==> src/rtl/e203_exu_fpu_wbck_buf_pkg.sv <==
// ---------------------------------------------------------------------------
// e203_exu_fpu_wbck_buf_pkg
//   Shared constants and types for the FPU misc-move writeback buffer.
//   - E203_FPU_WBCK_DW   : writeback data width
//   - E203_RFIDX_WIDTH   : destination register index width
//   - fpu_wbck_pay_t     : payload layout {rdfpu, rdidx, wdat}, MSB first
//   - wbck_cnt_t         : occupancy type for the 2-entry buffer
// ---------------------------------------------------------------------------
package e203_exu_fpu_wbck_buf_pkg;

    localparam int E203_FPU_WBCK_DW = 32;
    localparam int E203_RFIDX_WIDTH = 5;

    // Payload width for the default widths: rdfpu + rdidx + wdat.
    localparam int E203_FPU_WBCK_PW = 1 + E203_RFIDX_WIDTH + E203_FPU_WBCK_DW;

    // Packing order used everywhere the payload travels as a flat vector.
    typedef struct packed {
        logic                        rdfpu;
        logic [E203_RFIDX_WIDTH-1:0] rdidx;
        logic [E203_FPU_WBCK_DW-1:0] wdat;
    } fpu_wbck_pay_t;

    typedef logic [1:0] wbck_cnt_t;

    localparam wbck_cnt_t WBCK_CNT_EMPTY = 2'd0;
    localparam wbck_cnt_t WBCK_CNT_FULL  = 2'd2;

endpackage

==> src/rtl/e203_exu_fpu_wbck_fifo2.sv <==
// ---------------------------------------------------------------------------
// e203_exu_fpu_wbck_fifo2
//   Generic two-entry payload FIFO with synchronous flush.
//   Ports:
//     clk, rst      : clock, asynchronous active-high reset
//     flush         : clear occupancy and pointers at the next edge
//     push, wdat    : write wdat into the tail entry (ignored when full)
//     pop           : retire the head entry (ignored when empty)
//     rdat          : head entry payload (registered storage, mux only)
//     cnt           : occupancy 0..2
//   Payload storage is intentionally not reset; it is only observed while
//   cnt is non-zero.
// ---------------------------------------------------------------------------
module e203_exu_fpu_wbck_fifo2
    import e203_exu_fpu_wbck_buf_pkg::*;
#(
    parameter int W = E203_FPU_WBCK_PW
) (
    input  logic          clk,
    input  logic          rst,
    input  logic          flush,
    input  logic          push,
    input  logic          pop,
    input  logic [W-1:0]  wdat,
    output logic [W-1:0]  rdat,
    output wbck_cnt_t     cnt
);

    logic [W-1:0] mem [2];
    logic         wptr;
    logic         rptr;
    wbck_cnt_t    cnt_q;
    logic         do_push;
    logic         do_pop;

    // Local guards keep the counter within 0..2 even if a caller misbehaves.
    assign do_push = push && (cnt_q != WBCK_CNT_FULL);
    assign do_pop  = pop  && (cnt_q != WBCK_CNT_EMPTY);

    always_ff @(posedge clk or posedge rst) begin
        if (rst) begin
            cnt_q <= WBCK_CNT_EMPTY;
            wptr  <= 1'b0;
            rptr  <= 1'b0;
        end else if (flush) begin
            // Flush wins over any handshake in the same cycle.
            cnt_q <= WBCK_CNT_EMPTY;
            wptr  <= 1'b0;
            rptr  <= 1'b0;
        end else begin
            if (do_push) begin
                wptr <= ~wptr;
            end
            if (do_pop) begin
                rptr <= ~rptr;
            end
            case ({do_push, do_pop})
                2'b10:   cnt_q <= cnt_q + 2'd1;
                2'b01:   cnt_q <= cnt_q - 2'd1;
                default: cnt_q <= cnt_q;
            endcase
        end
    end

    always_ff @(posedge clk) begin
        if (do_push && !flush) begin
            mem[wptr] <= wdat;
        end
    end

    assign rdat = mem[rptr];
    assign cnt  = cnt_q;

endmodule

==> src/rtl/e203_exu_fpu_wbck_buf.sv <==
// ---------------------------------------------------------------------------
// e203_exu_fpu_wbck_buf
//   Two-entry writeback buffer between the FPU misc-move unit and the core
//   writeback arbiter. Breaks the valid/ready combinational path: i_ready
//   depends only on internal flops and flush, o_valid only on flops.
//   Ports:
//     clk, rst                    : clock, asynchronous active-high reset
//     flush                       : drop all buffered beats and the incoming
//                                   beat this cycle
//     fmis_wbck_i_valid/ready     : upstream handshake
//     fmis_wbck_i_wdat/rdidx/rdfpu: upstream payload
//     fmis_wbck_o_valid/ready     : downstream handshake toward the arbiter
//     fmis_wbck_o_wdat/rdidx/rdfpu: head payload
//     fmis_wbck_cnt               : occupancy 0..2
//
//   Handshake: a beat transfers on a clock edge where valid && ready are both
//   high; a source holding valid must keep its payload stable until the
//   transfer, and ready never depends combinationally on the peer's valid.
//   DEPTH is fixed at 2.
// ---------------------------------------------------------------------------
module e203_exu_fpu_wbck_buf
    import e203_exu_fpu_wbck_buf_pkg::*;
#(
    parameter int DW    = E203_FPU_WBCK_DW,
    parameter int RDW   = E203_RFIDX_WIDTH,
    parameter int DEPTH = 2
) (
    input  logic           clk,
    input  logic           rst,
    input  logic           flush,
    input  logic           fmis_wbck_i_valid,
    output logic           fmis_wbck_i_ready,
    input  logic [DW-1:0]  fmis_wbck_i_wdat,
    input  logic [RDW-1:0] fmis_wbck_i_rdidx,
    input  logic           fmis_wbck_i_rdfpu,
    output logic           fmis_wbck_o_valid,
    input  logic           fmis_wbck_o_ready,
    output logic [DW-1:0]  fmis_wbck_o_wdat,
    output logic [RDW-1:0] fmis_wbck_o_rdidx,
    output logic           fmis_wbck_o_rdfpu,
    output logic [1:0]     fmis_wbck_cnt
);

    localparam int PW = 1 + RDW + DW;

    logic [PW-1:0] in_pay;
    logic [PW-1:0] out_pay;
    logic          push;
    logic          pop;
    wbck_cnt_t     cnt;

    // Full blocks input even if the head pops this cycle: this keeps i_ready
    // free of any path from o_ready.
    assign fmis_wbck_i_ready = (cnt != 2'(DEPTH)) && !flush;
    assign fmis_wbck_o_valid = (cnt != WBCK_CNT_EMPTY);

    assign push = fmis_wbck_i_valid && fmis_wbck_i_ready;
    assign pop  = fmis_wbck_o_valid && fmis_wbck_o_ready;

    assign in_pay = {fmis_wbck_i_rdfpu, fmis_wbck_i_rdidx, fmis_wbck_i_wdat};

    e203_exu_fpu_wbck_fifo2 #(
        .W (PW)
    ) u_fifo (
        .clk   (clk),
        .rst   (rst),
        .flush (flush),
        .push  (push),
        .pop   (pop),
        .wdat  (in_pay),
        .rdat  (out_pay),
        .cnt   (cnt)
    );

    assign fmis_wbck_o_rdfpu = out_pay[PW-1];
    assign fmis_wbck_o_rdidx = out_pay[DW +: RDW];
    assign fmis_wbck_o_wdat  = out_pay[DW-1:0];
    assign fmis_wbck_cnt     = cnt;

`ifndef SYNTHESIS
    a_cnt_range: assert property (@(posedge clk) disable iff (rst)
        cnt <= WBCK_CNT_FULL);

    a_no_push_full: assert property (@(posedge clk) disable iff (rst)
        !(push && (cnt == WBCK_CNT_FULL)));

    // A stalled head must hold still unless a flush discards it.
    a_out_stable: assert property (@(posedge clk) disable iff (rst)
        (fmis_wbck_o_valid && !fmis_wbck_o_ready && !flush) |=>
        (fmis_wbck_o_valid && $stable(out_pay)));
`endif

endmodule

==> config.mk <==
export PLATFORM = sky130hd
export DESIGN_NAME = e203_exu_fpu_wbck_buf
export DESIGN_NICKNAME = d
export VERILOG_FILES = /design/src/rtl/e203_exu_fpu_wbck_buf_pkg.sv /design/src/rtl/e203_exu_fpu_wbck_fifo2.sv /design/src/rtl/e203_exu_fpu_wbck_buf.sv
export SDC_FILE = /design/constraint.sdc
export NUM_CORES = 1
export LEC_CHECK = 0
export ABC_AREA = 1
export BUFFER_PORTS_ARGS = -buffer_cell sky130_fd_sc_hd__clkbuf_2
export CAP_MARGIN = 25
export CORE_MARGIN = 3
export CORE_UTILIZATION = 53
export CTS_BUF_LIST = sky130_fd_sc_hd__clkbuf_4 sky130_fd_sc_hd__clkbuf_8
export CTS_CLUSTER_DIAMETER = 40
export DETAILED_ROUTE_END_ITERATION = 10
export GPL_TIMING_DRIVEN = 1
export PLACE_DENSITY = 0.81
export SLEW_MARGIN = 20
export SYNTH_ARGS = -nofsm -noshare
export SYNTH_HDL_FRONTEND = slang
export SYNTH_SLANG_ARGS = --single-unit
==> constraint.sdc <==
create_clock -name clk -period 3.6 [get_ports clk]
set_input_delay 1.08 -clock clk [delete_from_list [all_inputs] [get_ports clk]]
set_output_delay 1.08 -clock clk [all_outputs]
set_load 0.02 [all_outputs]
* Word level (Yosys, flattened, before mapping)
Memories as Yosys holds them, arrays and structs flattened.
Index checks and enable logic that the tools add are counted.
** Word-level totals
- Register bits after elaboration :: 4
- Bits in latches :: 0
- Bits in writable memories :: 76
- Memory bits (read-only) :: 0
- Input port bits :: 43
- Output and inout bits :: 42
- Logic and storage cells :: 30
- Memories kept :: 1
** Cells by class
- Add/sub/neg operators :: 2
- Multipliers :: 0
- Div/mod/pow operators :: 0
- Magnitude comparators :: 0
- Equal/unequal tests :: 3
- Shifts and indexed selects :: 0
- Multiplexer cells :: 8
- Bitwise operators :: 2
- Reductions and logical operators :: 11
** Memories
- u_fifo.mem :: depth 2, bits a word 38, read ports 1, clocked after Yosys merged registers in 0, wr ports 1, line e203_exu_fpu_wbck_fifo2.sv:29 : logic [W-1:0] mem [2];
** Operator list (number)
- 1-bit logical AND :: 6
- 1-bit 2-to-1 mux :: 6
- 2-bit nonzero test :: 3
- 2-bit one-hot mux with 2 select lines :: 1
- 3-bit nonzero test :: 1
- 2-bit by 1-bit adder with 2-bit output, second input constant :: 1
- 2-bit by 1-bit equality test with 1-bit output, second input constant :: 1
- 2-bit equality test, second input constant :: 1
- 2-bit 2-to-1 mux :: 1
- 2-bit != test, second input constant :: 1
- 1-bit NOT :: 2
- 2-bit by 1-bit subtractor with 2-bit output, second input constant :: 1
- 1-bit logical NOT :: 1

* Logic depth before layout (Yosys ltp)
Gate-level depths: netlist (run 1).
- Depth after elaboration :: 7
- Depth in mapped cells :: 8
- Depth with buffers taken out :: 8

* Modules after synthesis
Synthesis (run 1) repeated with hierarchy kept, for this count alone.
** Second synthesis, totals
- Cell total of the unflattened synthesis :: 163
- Area total of the unflattened synthesis :: 3052.9 µm²
** By module, submodules not included
- e203_exu_fpu_wbck_fifo2 :: instances 1, cells each 154, area an instance 3007.9 µm², sequential area each 2382.3 µm²
- e203_exu_fpu_wbck_buf :: instances 1, cells each 9, area an instance 45.0 µm², sequential area each 0.0 µm²

* Worst setup path after synthesis (run 1)
No wires, ideal clock.
- Path kind :: in2reg
- From :: input flush
- To :: memory u_fifo.mem[0][0] (netlist bit) (enable)
- Setup time :: 0.433 ns
- Arrival :: 2.987 ns
- Required time :: 3.167 ns
- Slack :: 0.180 ns
- Stages on the path :: 3
- Buffers on the path :: 0
- Path through :: bufinv_8 -> nand3_4 -> nor2_1
** Between the ends
- Cells in the longest elaborated chain, start to end :: 7
** RTL lines
- from (decl) :: line e203_exu_fpu_wbck_buf.sv:30 : input logic flush,
- 1-bit logical NOT (*) :: line e203_exu_fpu_wbck_fifo2.sv:66, e203_exu_fpu_wbck_buf.sv:54
- 1-bit logical AND :: line e203_exu_fpu_wbck_buf.sv:54 : assign fmis_wbck_i_ready = (cnt != 2'(DEPTH)) && !flush;
- 1-bit logical AND :: line e203_exu_fpu_wbck_buf.sv:57 : assign push = fmis_wbck_i_valid && fmis_wbck_i_ready;
- 1-bit logical AND :: line e203_exu_fpu_wbck_fifo2.sv:37 : assign do_push = push && (cnt_q != WBCK_CNT_FULL);
- 1-bit logical AND (*) :: line e203_exu_fpu_wbck_fifo2.sv:66 : if (do_push && !flush) begin
- 1-bit 2-to-1 mux (*) :: line e203_exu_fpu_wbck_fifo2.sv:66
- 1-bit 2-to-1 mux (implied by the code) (*) :: line e203_exu_fpu_wbck_fifo2.sv:67 : mem[wptr] <= wdat;
- to (decl) :: line e203_exu_fpu_wbck_fifo2.sv:29
Every way passes the cells marked *; elsewhere a longest branch is shown, timed or not.

* Final worst setup path (run 1)
- From :: register u_fifo.rptr
- To :: output fmis_wbck_o_wdat[1]
** Between the ends
- Cells in the longest elaborated chain, start to end :: 1
** RTL lines
- from (decl) :: line e203_exu_fpu_wbck_fifo2.sv:31 : logic rptr;
- from (signal assigned) :: line e203_exu_fpu_wbck_fifo2.sv:55 : rptr <= ~rptr;
- memory read 2 x 38 bit
- to (decl) :: line e203_exu_fpu_wbck_buf.sv:38 : output logic [DW-1:0] fmis_wbck_o_wdat,
No other way between the ends.

==> results of run 1 <==
-- per-stage QoR --
step           hold slack, ns  area (µm²)  worst slack (ns)
6_report               0.5781        3769            0.6233
5_1_grt                0.5984        3769            0.5294
4_1_cts                0.5806        3769            0.5946
3_5_place_dp           0.5670        3587            0.9715
3_3_place_gp           0.5380        3587            0.9718
2_1_floorplan          0.4673        3028            0.1802
-- path summary, 6_finish.rpt --
| kind | to | depth (start not counted) |
|---|---|---|
| worst max-delay path | fmis_wbck_o_wdat[1] | 3 |
| worst min-delay path | u_fifo.wptr$_DFFE_PP0P_ | 1 |
| worst max register to register | u_fifo.mem[0][16]$_DFFE_PP_ | 5 |
| worst min register to register | u_fifo.wptr$_DFFE_PP0P_ | 1 |
| max in group asynchronous | u_fifo.rptr$_DFFE_PP0P_ | 2 |
| min in group asynchronous | u_fifo.wptr$_DFFE_PP0P_ | 2 |
-- kinds of logic (layout without fill, tap and decap cells) --
group | after synthesis | in the layout | synth area share [%]
mux | 38 | 38 | 14.13
buf+inv | 11 | 111 | 1.984
compound gates | 5 | 5 | 0.9502
flops | 80 | 80 | 78.68
xor+xnor | 1 | 1 | 0.2893
simple gates | 21 | 21 | 3.967
-- power groups by stage --
stage               logic (µW)  clock network (µW)  registers (µW)
floorplan                  265                   0            1140
global placement           397                   0            1150
detailed placement         402                   0            1150
CTS                        404                 611            1130
global route               430                 655            1140
finish                     398                 598            1130
-- cells in the final DEF (no fill, tap or decap), drive strengths merged --
| master | netlist | routed |
|---|---|---|
| mux2 | 38 | 38 |
| inv | 6 | 6 |
| edfxtp | 76 | 76 |
| o21ai | 3 | 3 |
| nand2 | 8 | 8 |
| a21oi | 2 | 2 |
| dfrtp | 4 | 4 |
| xnor2 | 1 | 1 |
| buf | 4 | 4 |
| nor2 | 6 | 6 |
| bufinv | 1 | 2 |
| clkbuf | 0 | 94 |
| nand4 | 2 | 2 |
| clkinv | 0 | 5 |
| nand3 | 5 | 5 |
-- state kept, by name, indices dropped and copies added (netlist names) --
register / flops
u_fifo.cnt: 2
u_fifo.mem: 76
u_fifo.wptr: 1
u_fifo.rptr: 1
-- layer usage --
metal	part of all wire (%)	global-route usage, %
met2	51	29.40
met4	3.3	10.30
met5	0	0
met1	39	18.75
met3	7.0	4.496
-- final cells by class --
cell class	count	area [µm²]	area share, %
Clock buffer	10	131.4	3.486
Timing Repair Buffer	88	475.5	12.62
Inverter	7	40.04	1.062
Sequential cell	80	2384	63.25
Tap cell	70	87.58	2.324
Multi-Input combinational cell	65	600.6	15.94
Clock inverter	6	50.05	1.328
-- worst max-delay path, cell delays in order, from the launching register on --
cell	delay, ns
dfrtp_2	0.68
buf_4	0.33
mux2_1	0.37
clkbuf_2	0.17
==> impl_metrics.py, run 1 <==
metrics = {
    "routing": {
        "post_drt_wl_per_cell_um": 15.69,
        "postRouteWirelength_um": 5114,
        "drcViolationCount": 0,
        "drt-pass1-iter-count": 4,
        "ant_nets": 0,
        "drt_iter0_markers": 67,
        "vias": 1639,
        "viasPerCell": 5.028,
    },
    "timing": {
        "clock_skew_ns": 0.004365,
        "fin_crit_sh_pct": 82.69,
        "rsz0062_at_grt": "false",
        "fmax_ghz": 0.3359,
        "final_hold_viol_count": 0,
        "finalSetupTns_ns": 0,
        "setup_viol": 0,
        "period_needed_ns": 2.977,
        "final-max-slew-violation-count": 0,
        "max_slew.worst_pin.slew_ns": 0.4881,
        "maxSlewHeadroom_pct": 67.46,
    },
    "worst_setup_path": {
        "r2r_slack_ns": 1.91,
        "critPathLaunchType": "flip-flop",
        "crit_type": "reg -> out",
        "critical_path_arrival_ns": 1.90,
        "cp_max_fo": 22,
        "required_ns": 2.52,
        "reg2reg_from": "u_fifo.cnt[0]$_DFFE_PP0P_",
        "crit_path_start": "u_fifo.rptr$_DFFE_PP0P_",
        "end_kind": "primary output",
    },
    "clock_network": {
        "cts_resized": 0,
        "postCtsSetupRepairBufs": 0,
        "clockBufferDepth": 2,
        "cts.sinks": 80,
        "path_clk_slew_ns": 0.07,
        "cts-root-buf": "clkbuf_8",
        "htree_levels": 3,
        "cts_made_buffers": 9,
        "cts_tree": "done",
        "cts-hold-fix-buffers": 0,
        "clock_latency_ns": 0.33,
    },
    "global_routing": {
        "track_usage_pct": 17.01,
        "grt_pass1_wl_um": 8031,
        "grt_max_degree": 28,
        "grt-ovfl-total": 0,
        "grt_pass1_vias": 1752,
        "antenna_found_initial": 0,
    },
    "final_layout": {
        "stdcell_count": 326,
        "drive_gt1_share_pct": 47.27,
        "fillers": 357,
        "nNetsFinal": 294,
        "final_util_pct": 71.07,
        "diodes": 0,
        "syn2layout_area_growth_pct": 24.46,
    },
    "place": {
        "dpl.hpwl_um": 3647,
        "place_congestion": 0.6821,
        "port_buffers": 84,
        "dp.cells": 310,
    },
    "logic_synthesis": {
        "synth_top_area_share_pct": 75.37,
        "ys_async_sr_fraction_pct": 5.000,
        "synth_common_cells": "edfxtp_1 (76), mux2_1 (28), mux2_2 (10)",
        "synth_warnings": 0,
        "ys_seq_elements": 80,
        "syn_inst": 156,
        "synth_area_leader_cell": "edfxtp_1",
        "synthFlopType": "edfxtp_1",
        "synth_edf_count": 76,
        "syn-cell-area_mm2": 0.003028,
        "yosys-top-cells-area": "edfxtp_1 (75%), mux2_1 (10%), mux2_2 (3.7%)",
        "synth_nets": 199,
        "ys_types": 21,
        "seq_area_frac_synth_pct": 78.68,
        "synth.most_common_cell": "edfxtp_1",
        "avgSynthCellArea_um2": 19.41,
    },
    "hold_path": {
        "hp-class": "reg -> reg",
        "hp-start": "u_fifo.wptr$_DFFE_PP0P_",
    },
    "pwr": {
        "power_density_mw_per_mm2": 564.3,
        "swShare_pct": 26.51,
        "peakVddDrop_mv": 0.3665,
        "p_int_uw": 1563,
        "p_comb_share_pct": 18.7,
        "seqPwrFrac_pct": 53.2,
        "p_leak_uw": 0.001470,
        "p_clk_share_pct": 28.1,
        "power.total_uw": 2127,
        "p_sw_uw": 563.7,
    },
    "flow_run": {
        "drv_cap": 0,
    },
    "die": {
        "die_h_um": 81.59,
        "io_pins": 85,
        "num_rows": 26,
        "die_area_mm2": 0.006656,
        "core_area_mm2": 0.005303,
        "die_x_um": 81.59,
        "initial_core_util_pct": 57.10,
    },
    "run_status": {
        "status": "complete, no violations",
    },
}
(Power assumes the default switching activity.)
==> run 2: changes to the inputs <==
==> constraint.sdc (replaced) <==
create_clock -name clk -period 3.05 [get_ports clk]
set_input_delay 0.915 -clock clk [delete_from_list [all_inputs] [get_ports clk]]
set_output_delay 0.915 -clock clk [all_outputs]
set_load 0.02 [all_outputs]
==> run 2 against run 1 <==
Global-route usage shrank 0.67 points. Count of clock-buffer cells in the layout increased by 3. Flip-flop and latch count did not move. Utilization down 0.094 points. First-iteration DRC count rose by 9.0%. Clock skew shrank 0.0010 ns. Critical path type unchanged. Largest power group unchanged.
==> impl_metrics.py, run 2 (synthesized netlist as in run 1, its figures left out) <==
metrics = {
    "worst_setup_path": {
        "crit_type": "reg -> out",
        "critical_path_arrival_ns": 1.74,
        "critPathLaunchType": "flip-flop",
        "cp_max_fo": 21,
        "end_kind": "primary output",
        "required_ns": 2.13,
    },
    "final_layout": {
        "nNetsFinal": 293,
        "top_register": "u_fifo.mem",
        "stdcell_area_mm2": 0.003764,
        "layout_common_cells": "clkbuf_2 (84), edfxtp_1 (76), mux2_1 (28), mux2_2 (10), clkbuf_8 (9)",
        "diodes": 0,
        "stdcell_count": 325,
        "reg.largest.list": "u_fifo.mem (76), u_fifo.cnt (2)",
        "final_common_cell": "clkbuf_2",
        "syn2layout_area_growth_pct": 24.30,
        "largest_register_ffs": 76,
        "drive_gt1_share_pct": 48.63,
    },
    "die": {
        "die_h_um": 81.59,
        "core_area_mm2": 0.005303,
        "io_pins": 85,
        "initial_core_util_pct": 57.10,
        "die_area_mm2": 0.006656,
        "num_rows": 26,
        "die_x_um": 81.59,
    },
    "routing": {
        "vias": 1628,
        "viasPerCell": 5.009,
        "ant_nets": 0,
        "post_drt_wl_per_cell_um": 15.38,
        "drt_iter0_markers": 73,
        "drcViolationCount": 0,
        "drt-pass1-iter-count": 4,
        "postRouteWirelength_um": 4999,
    },
    "global_routing": {
        "met2_usage_pct": 27.28,
        "track_usage_pct": 16.34,
        "top_usage_layer": "met2",
        "antenna_found_initial": 0,
        "grt_pass1_wl_um": 7734,
        "grt_pass1_vias": 1705,
        "grt-ovfl-total": 0,
        "grt_max_degree": 39,
        "grt_util_met3_pct": 4.496,
        "use_met1_pct": 19.56,
    },
    "place": {
        "dp.cells": 309,
        "dpl_cell_area_mm2": 0.003567,
        "dpl.hpwl_um": 3439,
        "place_congestion": 0.7010,
        "port_buffers": 84,
    },
    "clock_network": {
        "path_clk_slew_ns": 0.07,
        "cts_resized": 0,
        "clockBufferDepth": 2,
        "postCtsSetupRepairBufs": 0,
        "htree_levels": 3,
        "cts-root-buf": "clkbuf_8",
        "cts_tree": "done",
        "clock_latency_ns": 0.33,
        "cts-hold-fix-buffers": 0,
        "cts.sinks": 80,
        "cts_made_buffers": 9,
    },
    "timing": {
        "fmax_ghz": 0.3766,
        "fin_crit_sh_pct": 87.07,
        "max_slew.worst_pin.slew_ns": 0.5067,
        "period_needed_ns": 2.656,
        "whs_ns": 0.4362,
        "final_hold_viol_count": 0,
        "final-max-slew-violation-count": 0,
        "setup_viol": 0,
        "rsz0062_at_grt": "false",
        "clock_skew_ns": 0.003353,
        "maxSlewHeadroom_pct": 66.22,
    },
    "pwr": {
        "p_leak_uw": 0.001470,
        "peakVddDrop_mv": 0.3854,
        "power_density_mw_per_mm2": 676.7,
    },
    "flow_run": {
        "drv_cap": 0,
    },
    "run_status": {
        "status": "complete, no violations",
    },
    "hold_path": {
        "hp-class": "in -> async",
    },
}
-- run 2: changes by cell type in the layout (fill, tap and decap cells not counted) --
cell / delta
clkinvlp_4: +1
buf_12: -1
clkbuf_4: +3
clkinv_1: -4
-- run 2: critical path: stages (launching register included) --
cell      delay, ns
dfrtp_2        0.65
buf_12         0.23
mux2_1         0.35
clkbuf_2       0.16
-- run 2: per-stage QoR --
stage	utilization, %	power, µW	setup WS (ns)	TNS (ns)
6_report	70.98	2547	0.3944	0
5_1_grt	70.98	2668	0.3013	0
4_1_cts	70.98	2573	0.3612	0
3_5_place_dp	67.27	1828	0.7367	0
3_3_place_gp	67.27	1820	0.7302	0
2_1_floorplan	-	1656	-0.2048	-15.56
-- run 2: final timing paths --
path | start | end | slack (ns) | depth (start not counted)
worst max-delay path | u_fifo.rptr$_DFFE_PP0P_ | fmis_wbck_o_wdat[25] | 0.39 | 3
worst min-delay path | rst | u_fifo.cnt[1]$_DFFE_PP0P_ | 0.44 | 2
worst max register to register | u_fifo.cnt[0]$_DFFE_PP0P_ | u_fifo.mem[1][15]$_DFFE_PP_ | 1.35 | 5
worst min register to register | u_fifo.wptr$_DFFE_PP0P_ | u_fifo.wptr$_DFFE_PP0P_ | 0.57 | 1
max in group asynchronous | rst | u_fifo.rptr$_DFFE_PP0P_ | 2.44 | 2
min in group clk | u_fifo.wptr$_DFFE_PP0P_ | u_fifo.wptr$_DFFE_PP0P_ | 0.57 | 1
-- run 2: cell type report --
class                      count  area, µm²
clock buffer                  13      153.9
clock inverter                 3      42.54
fill                         367       1539
inverter                       7      40.04
multi-input combinational     65      600.6
sequential                    80       2384
tap                           70      87.58
timing repair buffer          87      455.4
-- run 2: per-layer routing --
layer | wire length [µm] | part of all wire, % | vias up
met3 | 407 | 8.1 | 11
met4 | 91 | 1.8 | 0
li1 | - | - | 784
met2 | 2497 | 50 | 65
met5 | 0 | 0 | -
met1 | 2003 | 40 | 768
-- run 2: power by group --
| part | internal [µW] | switching (µW) | total [µW] |
|---|---|---|---|
| registers | 1290 | 48.4 | 1330 |
| logic | 182 | 282 | 464 |
| clock network | 414 | 335 | 749 |
